**src/rtl/tt_pkg.sv**
```systemverilog
// Shared definitions for the truth-table sweeper.
// Contents: FSM state encoding, default MISR polynomial/seed, and the
// single-step MISR update used by both the RTL and the bench model.
package tt_pkg;

  typedef enum logic [1:0] {
    IDLE  = 2'd0,
    DRIVE = 2'd1,
    DONE  = 2'd2
  } state_t;

  localparam int unsigned SIG_W_DEF = 16;
  localparam logic [15:0] POLY_DEF  = 16'h1021;
  localparam logic [15:0] SEED_DEF  = 16'hFFFF;

  // One MISR step at width w (1..32): shift, conditional polynomial feedback
  // from the MSB, then fold in the response word. Bits above w are cleared.
  function automatic logic [31:0] misr_step(input logic [31:0] sig,
                                            input logic [31:0] din,
                                            input logic [31:0] poly,
                                            input int unsigned w);
    logic        fb;
    logic [31:0] mask;
    fb   = sig[5'(w - 1)];
    // 1<<32 wraps to 0 in 32 bits, so the full-width mask falls out naturally
    mask = (32'h1 << w) - 32'h1;
    return ((sig << 1) ^ (fb ? poly : 32'h0) ^ din) & mask;
  endfunction

endpackage

```
**src/rtl/tt_sweep_misr_if.sv**
```systemverilog
// Stimulus/response bus between the sweeper and the combinational DUT.
//   vec       : stimulus vector (sweeper -> DUT)
//   vec_valid : vec is being actively driven
//   resp      : DUT response, combinational in vec (DUT -> sweeper)
interface tt_sweep_misr_if #(
  parameter int unsigned N_IN  = 4,
  parameter int unsigned N_OUT = 1
);
  logic [N_IN-1:0]  vec;
  logic             vec_valid;
  logic [N_OUT-1:0] resp;

  modport master (output vec, output vec_valid, input resp);
  modport slave  (input vec, input vec_valid, output resp);
endinterface

```
**src/rtl/misr_reg.sv**
```systemverilog
// Multiple-input signature register.
//   clk, rst : clock, async active-high reset (q clears to 0)
//   load     : load seed (wins over en)
//   seed     : value loaded on load
//   en       : fold din into the signature this cycle
//   din      : response word, already zero-extended to SIG_W
//   q        : current signature
// SIG_W is limited to 32 by the shared step function.
module misr_reg
  import tt_pkg::*;
#(
  parameter int unsigned      SIG_W = SIG_W_DEF,
  parameter logic [SIG_W-1:0] POLY  = SIG_W'(POLY_DEF)
) (
  input  logic             clk,
  input  logic             rst,
  input  logic             load,
  input  logic [SIG_W-1:0] seed,
  input  logic             en,
  input  logic [SIG_W-1:0] din,
  output logic [SIG_W-1:0] q
);

  always_ff @(posedge clk or posedge rst) begin
    if (rst) begin
      q <= '0;
    end else if (load) begin
      q <= seed;
    end else if (en) begin
      q <= SIG_W'(misr_step(32'(q), 32'(din), 32'(POLY), SIG_W));
    end
  end

endmodule

```
**src/rtl/tt_sweep_misr.sv**
```systemverilog
// Exhaustive truth-table sweeper with MISR response compaction.
// Drives all 2^N_IN vectors to a combinational DUT, samples the response
// after HOLD cycles per vector, folds it into a signature and counts
// vectors with resp[0]==1.
//   clk, rst   : clock, async active-high reset
//   start      : begin sweep (honoured in IDLE and DONE only)
//   bus        : master side of tt_sweep_misr_if (vec, vec_valid, resp)
//   busy       : sweep in progress
//   done       : one-cycle pulse after the last response is folded
//   signature  : MISR value, stable from done until next start
//   ones_cnt   : number of vectors with resp[0]==1
// Build option: define SWEEP_GRAY_EN to sweep in Gray-code order
// (one input toggles per step); default is binary order.
module tt_sweep_misr
  import tt_pkg::*;
#(
  parameter int unsigned      N_IN  = 4,
  parameter int unsigned      N_OUT = 1,
  parameter int unsigned      HOLD  = 1,
  parameter int unsigned      SIG_W = SIG_W_DEF,
  parameter logic [SIG_W-1:0] POLY  = SIG_W'(POLY_DEF),
  parameter logic [SIG_W-1:0] SEED  = SIG_W'(SEED_DEF)
) (
  input  logic             clk,
  input  logic             rst,
  input  logic             start,
  tt_sweep_misr_if.master  bus,
  output logic             busy,
  output logic             done,
  output logic [SIG_W-1:0] signature,
  output logic [N_IN:0]    ones_cnt
);

  localparam int unsigned HOLD_W = 8;
  localparam int unsigned CNT_W  = N_IN + 1;

  state_t            state_q, state_d;
  logic [N_IN-1:0]   n_q, n_d;
  logic [N_IN-1:0]   vec_q, vec_d;
  logic [HOLD_W-1:0] hold_q, hold_d;
  logic              valid_q, valid_d;
  logic              busy_d, done_d;
  logic [CNT_W-1:0]  ones_d;
  logic [N_OUT-1:0]  resp;
  logic              sample;
  logic              sig_load, sig_en;

  // Sweep index to driven vector
  function automatic logic [N_IN-1:0] to_vec(input logic [N_IN-1:0] n);
`ifdef SWEEP_GRAY_EN
    return n ^ (n >> 1);
`else
    return n;
`endif
  endfunction

  assign resp          = bus.resp;
  assign bus.vec       = vec_q;
  assign bus.vec_valid = valid_q;
  assign sample        = (hold_q == HOLD_W'(HOLD - 1));

  // Next-state and datapath control
  always_comb begin
    state_d  = state_q;
    n_d      = n_q;
    vec_d    = vec_q;
    hold_d   = hold_q;
    valid_d  = valid_q;
    busy_d   = busy;
    done_d   = 1'b0;
    ones_d   = ones_cnt;
    sig_load = 1'b0;
    sig_en   = 1'b0;

    case (state_q)
      IDLE, DONE: begin
        if (start) begin
          state_d  = DRIVE;
          n_d      = '0;
          vec_d    = to_vec('0);
          hold_d   = '0;
          valid_d  = 1'b1;
          busy_d   = 1'b1;
          ones_d   = '0;
          sig_load = 1'b1;
        end else begin
          state_d = IDLE;
        end
      end

      DRIVE: begin
        if (sample) begin
          sig_en = 1'b1;
          ones_d = ones_cnt + CNT_W'(resp[0]);
          hold_d = '0;
          // The index counter sits at all-ones for the final vector in
          // either ordering, so it doubles as the end-of-sweep flag.
          if (n_q == '1) begin
            state_d = DONE;
            valid_d = 1'b0;
            busy_d  = 1'b0;
            done_d  = 1'b1;
          end else begin
            n_d   = n_q + N_IN'(1);
            vec_d = to_vec(n_q + N_IN'(1));
          end
        end else begin
          hold_d = hold_q + HOLD_W'(1);
        end
      end

      default: state_d = IDLE;
    endcase
  end

  // State and registered outputs
  always_ff @(posedge clk or posedge rst) begin
    if (rst) begin
      state_q  <= IDLE;
      n_q      <= '0;
      vec_q    <= '0;
      hold_q   <= '0;
      valid_q  <= 1'b0;
      busy     <= 1'b0;
      done     <= 1'b0;
      ones_cnt <= '0;
    end else begin
      state_q  <= state_d;
      n_q      <= n_d;
      vec_q    <= vec_d;
      hold_q   <= hold_d;
      valid_q  <= valid_d;
      busy     <= busy_d;
      done     <= done_d;
      ones_cnt <= ones_d;
    end
  end

  misr_reg #(
    .SIG_W (SIG_W),
    .POLY  (POLY)
  ) u_misr (
    .clk  (clk),
    .rst  (rst),
    .load (sig_load),
    .seed (SEED),
    .en   (sig_en),
    .din  (SIG_W'(resp)),
    .q    (signature)
  );

endmodule
```
**src/flat_wrapper.sv**
```systemverilog
// flat-port wrapper written by rule: the top's interface ports become plain ports
module tt_sweep_misr_flat import tt_pkg::*;
#(
  parameter int unsigned      N_IN  = 4,
  parameter int unsigned      N_OUT = 1,
  parameter int unsigned      HOLD  = 1,
  parameter int unsigned      SIG_W = SIG_W_DEF,
  parameter logic [SIG_W-1:0] POLY  = SIG_W'(POLY_DEF),
  parameter logic [SIG_W-1:0] SEED  = SIG_W'(SEED_DEF)
)
  (clk, rst, start, busy, done, signature, ones_cnt, bus_vec, bus_vec_valid, bus_resp);
  tt_sweep_misr_if #(.N_IN(N_IN), .N_OUT(N_OUT)) bus_i ();
  input  logic clk;
  input  logic rst;
  input  logic start;
  output logic busy;
  output logic done;
  output logic [SIG_W-1:0] signature;
  output logic [N_IN:0] ones_cnt;
  output wire logic [$bits(bus_i.vec)-1:0] bus_vec;
  output wire logic [$bits(bus_i.vec_valid)-1:0] bus_vec_valid;
  input wire logic [$bits(bus_i.resp)-1:0] bus_resp;
  assign bus_vec = bus_i.vec;
  assign bus_vec_valid = bus_i.vec_valid;
  assign bus_i.resp = bus_resp;
  tt_sweep_misr #(.N_IN(N_IN), .N_OUT(N_OUT), .HOLD(HOLD), .SIG_W(SIG_W), .POLY(POLY), .SEED(SEED)) u_core (.clk(clk), .rst(rst), .start(start), .bus(bus_i), .busy(busy), .done(done), .signature(signature), .ones_cnt(ones_cnt));
endmodule
```
**config.mk**
```make
export PLATFORM = sky130hd
export DESIGN_NAME = tt_sweep_misr_flat
export DESIGN_NICKNAME = d
export VERILOG_FILES = /design/src/rtl/tt_pkg.sv /design/src/rtl/tt_sweep_misr_if.sv /design/src/rtl/misr_reg.sv /design/src/rtl/tt_sweep_misr.sv /design/src/flat_wrapper.sv
export SDC_FILE = /design/constraint.sdc
export NUM_CORES = 1
export LEC_CHECK = 0
export CELL_PAD_IN_SITES_DETAIL_PLACEMENT = 0
export CELL_PAD_IN_SITES_GLOBAL_PLACEMENT = 1
export CORE_UTILIZATION = 40
export CTS_CLUSTER_DIAMETER = 80
export DETAILED_ROUTE_END_ITERATION = 12
export PLACE_DENSITY_LB_ADDON = 0.1
export REMOVE_ABC_BUFFERS = 1
export SYNTH_ARGS = -nofsm -noshare
export SYNTH_HDL_FRONTEND = slang
export SYNTH_SLANG_ARGS = --single-unit
```
**constraint.sdc**
```tcl
create_clock -name clk -period 2.4 [get_ports clk]
set_input_delay 0.48 -clock clk [delete_from_list [all_inputs] [get_ports clk]]
set_output_delay 0.48 -clock clk [all_outputs]
set_load 0.005 [all_outputs]
```
After elaboration in Yosys (flattened, before gate mapping)
Cells that the tools add are included.

Register bits: 37. Input bits: 4.

Bitwise gates (word level): 2. Equality and inequality tests: 7. Muxes and demuxes: 28. $add $sub $neg: 3. Reductions and logical operators: 10.

Operators by type and width (count): two-way mux 16 bit (2); two-way mux 8 bit (2); case mux 8 bit (2 select lines) (1); bitwise XOR 16 x 1 -> 16 bit (1); bitwise XOR 16 x 13 -> 16 bit (1); two-way mux 13 bit (1); two-way mux 4 bit (3); two-way mux 1 bit (11); two-way mux 5 bit (2); case mux 5 bit (2 select lines) (1); adder 8 x 1 -> 8 bit (second input constant) (1); zero test 8 bit (1); case mux 4 bit (2 select lines) (1); AND reduction 4 bit (2); adder 5 x 1 -> 5 bit (1); adder 4 x 1 -> 4 bit (second input constant) (1); == test 4 bit (second input constant) (1); two-way mux 2 bit (2); != test 2 x 1 -> 1 bit (second input constant) (2); != test 2 bit (second input constant) (2); case mux 2 bit (2 select lines) (1); AND reduction 2 bit (2); nonzero test 2 bit (2); AND reduction 3 bit (1); other kinds (5) (5).

Logic depth before layout (Yosys ltp)
Gate-level depths: netlist of the first run.

Depth in word-level cells: 5. Gate-level depth with buffers: 8. Mapped depth without buffers: 6.

Hierarchy
From an unflattened synthesis of the first run, not the netlist that was laid out.

Cells, all modules: 211. Area total of the unflattened synthesis: 2016.9 µm².

By module, submodules not included: tt_sweep_misr (sequential area each 525.5 µm², times used 1, area an instance 1096.1 µm², cells each 118); misr_reg (sequential area each 400.4 µm², times used 1, area an instance 920.9 µm², cells each 93).

Worst setup path before layout of the first run
Ideal clock, no wire load.

Path type: reg-to-reg. Start: register u_core.hold_q[0]. End: register u_core.vec_q[0], in the netlist u_core.bus.vec[0]. Path buffers: 0. Setup slack: 554 ps. Cell stages (with the launch flop): 7. Data arrival time: 1767 ps. Setup time: 79 ps. Required time: 2321 ps. Cells stage by stage: dfrtp_1 -> inv_1 -> ha_1 -> or4b_4 -> nor3_4 -> and2_4 -> mux2i_1.

Cells in the longest elaborated chain, start to end: 3.

RTL lines: start, declared (line tt_sweep_misr.sv:40) `logic [HOLD_W-1:0] hold_q, hold_d;`; start signal, assigned (line tt_sweep_misr.sv:131) `hold_q <= hold_d;`; zero test 8 bit (line tt_sweep_misr.sv:60) `assign sample = (hold_q == HOLD_W'(HOLD - 1));`; != test 2 x 1 -> 1 bit (no line); AND reduction 4 bit (no line); end signal, assigned (line tt_sweep_misr.sv:130) `vec_q <= vec_d;`; end, declared (line tt_sweep_misr.sv:39) `logic [N_IN-1:0] vec_q, vec_d;`.

No other way between the ends. A chain may end at the register's enable or synchronous reset.

Worst setup path after layout of the first run
Start: register u_core.hold_q[0]. End: register u_core.u_misr.q[12].

Cells in the longest elaborated chain, start to end: 4.

RTL lines: zero test 8 bit (line tt_sweep_misr.sv:60); two-way mux 1 bit (line tt_sweep_misr.sv:92) `if (sample) begin`; two-way mux 1 bit (line tt_sweep_misr.sv:75) `case (state_q)`; nonzero test 2 bit (no line); end signal, assigned (line misr_reg.sv:30) `q <= SIG_W'(misr_step(32'(q), 32'(din), 32'(POLY), SIG_W));`; end, declared (line misr_reg.sv:21) `output logic [SIG_W-1:0] q`.

No other way between the ends.

==> run_results.csv, run 1 <==
group,metric,value,unit
synthesis,yosysTopAreaCellShare,0.521,
sta,worst_slack,0.466,ns
clock_tree,cts_tree,"yes",
power_and_ir_drop,p_comb_frac,0.374,
worst_setup_path,r2r-start,"u_core.hold_q[0]",
clock_tree,cts.clk_slew.worst_paths,0.07,ns
synthesis,avgSynthCellArea,9.93,sq um
worst_setup_path,crit_arrival,2.15,ns
power_and_ir_drop,seqPwrFrac,0.436,
clock_tree,cts_made_buffers,5,
worst_setup_path,r2r_slack,0.47,ns
synthesis,synth_edf_count,0,
sta,skew,0.00615,ns
die,coreArea,4140,sq um
final_layout,drive_gt1_frac,0.129,
sta,fin_crit,1.93,ns
worst_hold_path,whs_path_depth,1,
die,die_h,68.6,microns
global_route,grt_usage,0.190,
power_and_ir_drop,p_switching,0.000826,W
global_route,grt_pass1_wl,6280,microns
worst_hold_path,whs_endpoint,"u_core.bus.vec[0]",
power_and_ir_drop,p_int,0.00167,W
power_and_ir_drop,pwr-share-clk,0.190,
worst_hold_path,min-delay-start,"u_core.bus.vec[0]",
clock_tree,cts_max_path_buffers,2,
sta,drv_slew,0,
power_and_ir_drop,power.total,0.00250,W
drt,drtAntennaViolNets,0,
sta,final.period_utilization,0.806,
clock_tree,clock-sinks,37,
synthesis,synthesis.area,1780,sq um
clock_tree,cts_hold_buf,0,
final_layout,antenna_cells,0,
clock_tree,clock-root-buffer,"clkbuf_8",
place,dp_hpwl,2620,microns
synthesis,synth.distinct_cells,37,
clock_tree,post_cts_buffers,0,
synthesis,yosysSeqAreaShare,0.521,
die,dieArea,4710,sq um
synthesis,ys_ff_latch,37,
worst_setup_path,crit_path_max_fanout,19,
sta,hold_viol,0,
drt,drc,0,
sta,rsz0062_at_grt,"false",
drt,via_count,1399,
final_layout,area_delta_synth_final,27.2,%
drt,first_iter_violations,39,
drt,wire_per_inst,13.9,microns
worst_setup_path,crit_required,2.61,ns
sta,slew_headroom,0.672,
synthesis,synthCells,179,
sta,setup-tns-final,0,ns
clock_tree,cts_resized,0,
drt,finalWirelength,3720,microns
die,start_util,0.429,
synthesis,synth_most_common_cell,"dfrtp_1",
drt,dr.pass1.iters,4,
clock_tree,htreeDepth,2,
sta,worst_pin_slew,0.488,ns
final_layout,fin_util,0.545,
place,place.gp.congestion,0.800,
clock_tree,insertion_delay,0.29,ns
die,fp-row-count,23,
sta,fmax,0.517,GHz
drt,routed_via_density,5.24,
global_route,antenna_found_initial,0,
place,post-place-ws,0.449,ns
die,ios,32,
global_route,grt_pass1_vias,1317,
power_and_ir_drop,power_density,1110,nW/um^2
die,die_x,68.6,microns
synthesis,synth-main-ff-cell,"dfrtp_1",
power_and_ir_drop,peakVddDrop,422,uV
final_layout,nFillCells,389,
final_layout,nets,225,
synthesis,async_reset_ff_frac,1.00,
place,io_buffers,31,
power_and_ir_drop,cellLeakagePower,0.940,nW
power_and_ir_drop,power_switching_share,0.331,
worst_setup_path,cp-end-kind,"flip-flop",
worst_setup_path,worstSetupStartpointType,"flip-flop",
synthesis,ys_top_cells_by_area,"dfrtp_1 (52%), nor3_1 (4.5%), nand2_1 (4.4%), ha_1 (3.5%), xnor2_1 (3.5%)",
synthesis,yosys.area.top_type,"dfrtp_1",
run_status,status,"finished clean",
synthesis,yosysWarningCount,0,
global_route,grt_max_degree,38,
flow_run,cap_violations,0,
sta,worst_hold_slack,0.531,ns
worst_setup_path,path_class,"reg2reg",
synthesis,synth_commonest_cells,"dfrtp_1 (37), nand2_1 (21), nor3_1 (16), nor2_1 (15)",
global_route,grt_remaining_overflow,0,
worst_setup_path,rr_worst_depth,7,
worst_setup_path,reg2reg_to,"u_core.u_misr.q[12]",
worst_hold_path,hold_class,"reg2reg",
sta,setup_viol,0,
## worst max-delay path, cell delays in order, from the launching register on
cell	delay, ns
dfrtp_1	0.43
inv_1	0.08
ha_1	0.15
or4b_4	0.49
nor3_4	0.21
buf_4	0.29
nor3_1	0.08
a31oi_1	0.14
## through the flow
stage | area, sq um | std cells
after floorplan | 1720 | 169
after global placement | 2160 | 259
after detailed placement | 2160 | 259
after CTS | 2260 | 267
after global routing | 2260 | 267
final | 2260 | 267
## worst max path at each step
stage	depth (start not counted)	slack (ns)	to	from
floorplan	6	0.14	u_core.bus.vec[0]	u_core.hold_q[0]
global placement	6	0.49	u_core.ones_cnt[4]	bus_resp
detailed placement	6	0.45	u_core.ones_cnt[4]	bus_resp
CTS	7	0.46	u_core.u_misr.q[12]	u_core.hold_q[0]
global route	7	0.32	u_core.u_misr.q[12]	u_core.hold_q[0]
finish	7	0.47	u_core.u_misr.q[12]	u_core.hold_q[0]
## per-layer routing
layer / vias up / global-route usage / wire length, microns
met5: - / 0 / 0
met4: 0 / 0.0859 / 45
met3: 4 / 0.0543 / 103
met2: 23 / 0.309 / 1860
met1: 674 / 0.231 / 1710
li1: 698 / - / -
## layout make-up
cell class	count	area (sq um)	area share
repair buffers	40	378	0.167
multi-input cells	128	777	0.344
clock buffers	7	96.3	0.0426
inverters	4	15.0	0.00664
well taps	50	62.6	0.0277
clock inverters	1	5.00	0.00221
flip-flops and latches	37	926	0.410
## placed cells by master (no fill, tap or decap), types with 5 or more instances in the layout
cell type and instances:
nand2_1 21, nand3_1 12, clkbuf_8 7, dfrtp_1 37, ha_1 5, nor3_1 16
buf_4 9, a21oi_1 12, nor2_1 15, xnor2_1 7, clkdlybuf4s50_1 31
## cell families after synthesis
logic type                 Yosys count  share of synthesized area
DFF                                 37                      0.521
and+or+nand+nor                     81                      0.236
adders and majority gates            5                     0.0352
xor gates and xnor gates             8                     0.0394
buffers and inverters               14                     0.0415
AOI/OAI and AO/OA                   30                      0.104
muxes                                4                     0.0225
## flip-flops by register name, summed over array words and instances, names as in the netlist
register	count
u_core.u_misr.q	16
u_core.hold_q	8
u_core.ones_cnt	5
u_core.bus.vec	4
u_core.state_q	2
u_core.bus.vec_valid	1
u_core.done	1
## power groups by stage
stage,clock network [W],logic (W),registers [W]
floorplan,0,0.000498,0.00107
global placement,0,0.000934,0.00109
detailed placement,0,0.000945,0.00110
CTS,0.000500,0.000947,0.00109
global route,0.000530,0.00106,0.00113
finish,0.000474,0.000935,0.00109
(Power assumes the default switching activity.)
==> run 2: changes to the inputs <==
- clock period: 2.4 -> 1.78 ns (I/O delays scaled with it)
==> run_results.csv, run 2 (synthesized netlist as in run 1, its figures left out) <==
group,metric,value,unit
run_status,status,"finished clean",
sta,worst_hold_slack,0.476,ns
die,fp-row-count,23,
final_layout,nets,233,
drt,via_count,1450,
sta,drv_slew,0,
die,die_h,68.6,microns
place,dp_hpwl,2740,microns
place,place_area,2200,sq um
final_layout,antenna_cells,0,
sta,worst_slack,0.00379,ns
global_route,grt_max_degree,38,
die,ios,32,
final_layout,final_cell_mix,"dfrtp_1 (37), clkdlybuf4s50_1 (31), nand2_1 (21), nor3_1 (16), buf_4 (16)",
final_layout,reg.largest.list,"u_core.u_misr.q (16), u_core.hold_q (8), u_core.ones_cnt (5)",
power_and_ir_drop,p_int,0.00226,W
worst_setup_path,rr_worst_depth,7,
worst_hold_path,hold_class,"in2async",
drt,drc,0,
die,dieArea,4710,sq um
power_and_ir_drop,cellLeakagePower,0.972,nW
sta,hold_viol,0,
final_layout,nFillCells,373,
sta,fmax,0.563,GHz
drt,first_iter_violations,72,
place,place.gp.congestion,0.768,
clock_tree,cts_tree,"yes",
final_layout,final_common_cell,"dfrtp_1",
power_and_ir_drop,p_switching,0.00117,W
worst_setup_path,crit_path_max_incr_delay,0.49,ns
worst_setup_path,worstSetupStartpointType,"flip-flop",
global_route,grt_usage,0.188,
power_and_ir_drop,peakVddDrop,714,uV
drt,routed_via_density,5.27,
sta,worst_pin_slew,0.468,ns
sta,fin_crit,1.78,ns
clock_tree,clock-root-buffer,"clkbuf_8",
worst_setup_path,crit_arrival,1.95,ns
final_layout,area_delta_synth_final,29.9,%
die,coreArea,4140,sq um
sta,setup_viol,0,
worst_setup_path,crit_required,1.96,ns
die,start_util,0.429,
clock_tree,htreeDepth,2,
global_route,antenna_found_initial,0,
worst_setup_path,critPathBufInv,2,
drt,dr.pass1.iters,4,
worst_setup_path,path_class,"reg2reg",
final_layout,final_area,2310,sq um
power_and_ir_drop,pwr-share-clk,0.169,
drt,finalWirelength,3900,microns
clock_tree,cts_max_path_buffers,2,
power_and_ir_drop,p_comb_frac,0.413,
worst_setup_path,path_cells,"inv_1 > ha_1 > or4b_4 > nor3_4 > buf_4 > nand2_1 > mux2i_1",
sta,skew,0.00301,ns
sta,setup-tns-final,0,ns
global_route,grt_remaining_overflow,0,
clock_tree,cts_made_buffers,5,
place,io_buffers,31,
drt,wire_per_inst,14.2,microns
clock_tree,cts.clk_slew.worst_paths,0.07,ns
worst_setup_path,critPathTopFamily,"simple AND/OR/NAND/NOR gates",
power_and_ir_drop,power_switching_share,0.341,
global_route,grt_pass1_wl,6400,microns
worst_setup_path,cp-end-kind,"flip-flop",
final_layout,regMostFlops,"u_core.u_misr.q",
place,post-place-ws,-0.0740,ns
sta,rsz0062_at_grt,"true",
clock_tree,cts_hold_buf,0,
power_and_ir_drop,power_density,1490,nW/um^2
die,die_x,68.6,microns
final_layout,fin_util,0.557,
final_layout,largest_reg_flops,16,
drt,drtAntennaViolNets,0,
worst_setup_path,cp_slowest_cell,"or4b_4",
final_layout,drive_gt1_frac,0.160,
clock_tree,clock-sinks,37,
flow_run,cap_violations,0,
global_route,grt_pass1_vias,1402,
sta,final.period_utilization,0.998,
sta,slew_headroom,0.688,
power_and_ir_drop,seqPwrFrac,0.418,
clock_tree,insertion_delay,0.29,ns
worst_setup_path,crit_path_max_fanout,6,
worst_setup_path,path_depth,7,
-- run 2: cell count changes in the layout (fill, tap and decap cells not counted) --
| cell | before | now |
|---|---|---|
| clkinv_2 | 1 | 2 |
| clkinvlp_4 | 0 | 1 |
| buf_6 | 0 | 1 |
| clkbuf_8 | 7 | 5 |
| buf_4 | 9 | 16 |
-- run 2: path summary, 6_finish.rpt --
path	to	startpoint	slack (ns)
worst max-delay path	u_core.ones_cnt[2]	u_core.hold_q[0]	0.004
worst min-delay path	u_core.u_misr.q[10]	rst	0.48
worst max register to register	u_core.ones_cnt[2]	u_core.hold_q[0]	0.004
worst min register to register	u_core.bus.vec[0]	u_core.bus.vec[0]	0.54
max in group asynchronous	u_core.state_q[0]	rst	0.98
min in group clk	u_core.bus.vec[0]	u_core.bus.vec[0]	0.54
-- run 2: power groups by stage --
stage                     clock network, W  registers (W)  logic (W)
final                             0.000580        0.00144    0.00142
after global routing              0.000641        0.00149    0.00160
after CTS                         0.000602        0.00144    0.00142
after detailed placement                 0        0.00145    0.00141
after global placement                   0        0.00143    0.00138
after floorplan                          0        0.00145   0.000672
-- run 2: metal layers --
layer  part of all wire  track usage
met3              0.033       0.0592
met1               0.47        0.239
met5                  0            0
met4             0.0036       0.0469
met2               0.49        0.310
-- run 2: final cells by class --
class	count	area (sq um)	share of cell area
Clock buffer	5	68.8	0.0298
Timing Repair Buffer	48	442	0.191
Multi-Input combinational cell	128	777	0.337
Tap cell	50	62.6	0.0271
Inverter	4	15.0	0.00650
Sequential cell	37	926	0.401
Clock inverter	3	17.5	0.00759
-- run 2: per-stage QoR --
| step | instances | total power [W] |
|---|---|---|
| after detailed placement | 265 | 0.00286 |
| final | 275 | 0.00344 |
| after CTS | 273 | 0.00346 |
| after global placement | 265 | 0.00281 |
| after floorplan | 169 | 0.00212 |
| after global routing | 275 | 0.00373 |
-- run 2: repair_timing --
item                                    in CTS  in global routing
pin swaps                                    1                  1
resized for setup                            1                  0
endpoints found under the setup margin      11                 22
buffers inserted                             0                  2
-- run 2: tightest hold or removal path, delay by kind of cell --
kind                   cells  cell delay, ns
buffers and inverters      3            0.85
==> run 3: changes to the inputs <==
- CORE_UTILIZATION: 40 -> 41
- CTS_BUF_LIST: not set -> sky130_fd_sc_hd__clkbuf_4 sky130_fd_sc_hd__clkbuf_8
==> run_results.csv, run 3 (synthesized netlist as in run 1, its figures left out) <==
group,metric,value,unit
run_status,status,"complete, but fails checks",
run_status,failed_checks,"negative setup slack",
drt,drc,0,
final_layout,drive_gt1_frac,0.225,
global_route,grt_usage,0.193,
clock_tree,insertion_delay,0.29,ns
global_route,grt_remaining_overflow,0,
final_layout,regMostFlops,"u_core.u_misr.q",
clock_tree,clock-root-buffer,"clkbuf_8",
die,die_h,67.8,microns
worst_setup_path,crit_required,1.95,ns
die,start_util,0.435,
worst_hold_path,hold_class,"in2async",
global_route,grt_max_degree,38,
die,die_x,67.8,microns
sta,worst_hold_slack,0.472,ns
global_route,antenna_found_initial,0,
final_layout,largest_reg_flops,16,
sta,worst_slack,-0.0692,ns
sta,slew_headroom,0.683,
drt,drtAntennaViolNets,0,
clock_tree,cts_tree,"yes",
sta,skew,0.00707,ns
sta,worst_pin_slew,0.476,ns
power_and_ir_drop,power_density,1480,nW/um^2
die,dieArea,4600,sq um
final_layout,antenna_cells,0,
power_and_ir_drop,power.total,0.00365,W
worst_setup_path,cp-end-kind,"flip-flop",
drt,routed_via_density,5.24,
power_and_ir_drop,p_comb_frac,0.434,
worst_setup_path,path_class,"reg2reg",
clock_tree,cts_max_path_buffers,2,
final_layout,nFillCells,346,
flow_run,cap_violations,0,
die,ios,32,
power_and_ir_drop,seqPwrFrac,0.390,
place,place.gp.congestion,0.765,
worst_setup_path,worstSetupStartpointType,"flip-flop",
place,post-place-ws,-0.0802,ns
sta,fin_crit,1.85,ns
worst_setup_path,r2r_slack,-0.07,ns
sta,drv_slew,0,
place,dp_hpwl,2650,microns
global_route,grt_pass1_vias,1403,
worst_setup_path,rr_worst_depth,8,
sta,rsz0062_at_grt,"true",
worst_setup_path,crit_path_max_fanout,6,
clock_tree,htreeDepth,2,
sta,final.period_utilization,1.04,
final_layout,reg.largest.list,"u_core.u_misr.q (16), u_core.hold_q (8), u_core.ones_cnt (5)",
final_layout,final_common_cell,"dfrtp_1",
worst_setup_path,crit_arrival,2.02,ns
sta,hold_viol,0,
power_and_ir_drop,p_int,0.00244,W
global_route,grt_pass1_wl,6560,microns
clock_tree,cts.clk_slew.worst_paths,0.08,ns
drt,wire_per_inst,14.7,microns
power_and_ir_drop,peakVddDrop,737,uV
drt,first_iter_violations,69,
final_layout,regArea,926,sq um
sta,fmax,0.541,GHz
final_layout,nets,239,
power_and_ir_drop,power_switching_share,0.332,
place,io_buffers,31,
drt,via_count,1473,
clock_tree,clock-sinks,37,
final_layout,multi_input_area,830,sq um
final_layout,finalNonFillerCells,281,
power_and_ir_drop,pwr-share-clk,0.176,
drt,finalWirelength,4140,microns
clock_tree,cts_made_buffers,5,
drt,dr.pass1.iters,4,
power_and_ir_drop,p_switching,0.00121,W
power_and_ir_drop,cellLeakagePower,1.03,nW
final_layout,fin_util,0.605,
die,coreArea,4090,sq um
sta,setup_viol,16,
place,placed_cells,267,
final_layout,final_cell_mix,"dfrtp_1 (37), clkdlybuf4s50_1 (31), nand2_1 (19), buf_4 (18), nor2_1 (14)",
final_layout,area_delta_synth_final,39.1,%
die,fp-row-count,23,
run 3: cell types whose count changed in the layout (fill, tap and decap cells not counted), sizes merged:
cell / previous run / this run
buf: 17 / 22
clkinv: 2 / 1
clkinvlp: 1 / 0
clkbuf: 5 / 8
run 3: through the flow:
step	TNS, ns	instance area (sq um)
2_1_floorplan	-5.94	1720
3_3_place_gp	-0.0289	2230
3_5_place_dp	-0.268	2230
4_1_cts	-0.145	2350
5_1_grt	-1.72	2470
6_report	-0.492	2470
run 3: path summary, 6_finish.rpt:
check	start	endpoint
min reg2reg	u_core.bus.vec_valid	u_core.bus.vec_valid
max reg2reg	u_core.hold_q[0]	u_core.u_misr.q[12]
max in group asynchronous	rst	u_core.state_q[0]
min in group clk	u_core.bus.vec_valid	u_core.bus.vec_valid
max	u_core.hold_q[0]	u_core.u_misr.q[12]
min	rst	u_core.u_misr.q[8]
run 3: per-layer routing:
metal	share of wire	track usage	vias up
li1	-	-	722
met1	0.44	0.247	717
met2	0.51	0.316	28
met3	0.032	0.0500	6
met4	0.011	0.0625	0
met5	0	0	-
run 3: final cells by class:
| cell class | count | area share |
|---|---|---|
| well taps | 50 | 0.0253 |
| flip-flops and latches | 37 | 0.375 |
| clock inverters | 1 | 0.00203 |
| repair buffers | 54 | 0.217 |
| clock buffers | 7 | 0.0390 |
| inverters | 4 | 0.00608 |
| multi-input cells | 128 | 0.336 |
run 3: timing repair:
action	CTS	global route
cloned	0	2
endpoints found under the setup margin	18	20
gates resized for setup	1	13
endpoints found under the hold margin	0	0
buffers inserted	1	3
hold buffers	0	0
pin swaps	3	4
run 3: power groups by stage:
stage / clock (W) / combinational (W) / sequential, W
floorplan: 0 / 0.000672 / 0.00145
finish: 0.000642 / 0.00158 / 0.00142
global route: 0.000708 / 0.00178 / 0.00147
global placement: 0 / 0.00142 / 0.00141
CTS: 0.000662 / 0.00148 / 0.00142
detailed placement: 0 / 0.00144 / 0.00143
run 3: critical path, cell delays in order, from the launching register on:
cell       delay (ns)
dfrtp_1          0.38
inv_1            0.07
ha_2             0.17
or4b_4           0.50
nor3_4           0.16
buf_6            0.15
buf_12           0.10
clkbuf_16        0.14
a31oi_1          0.08
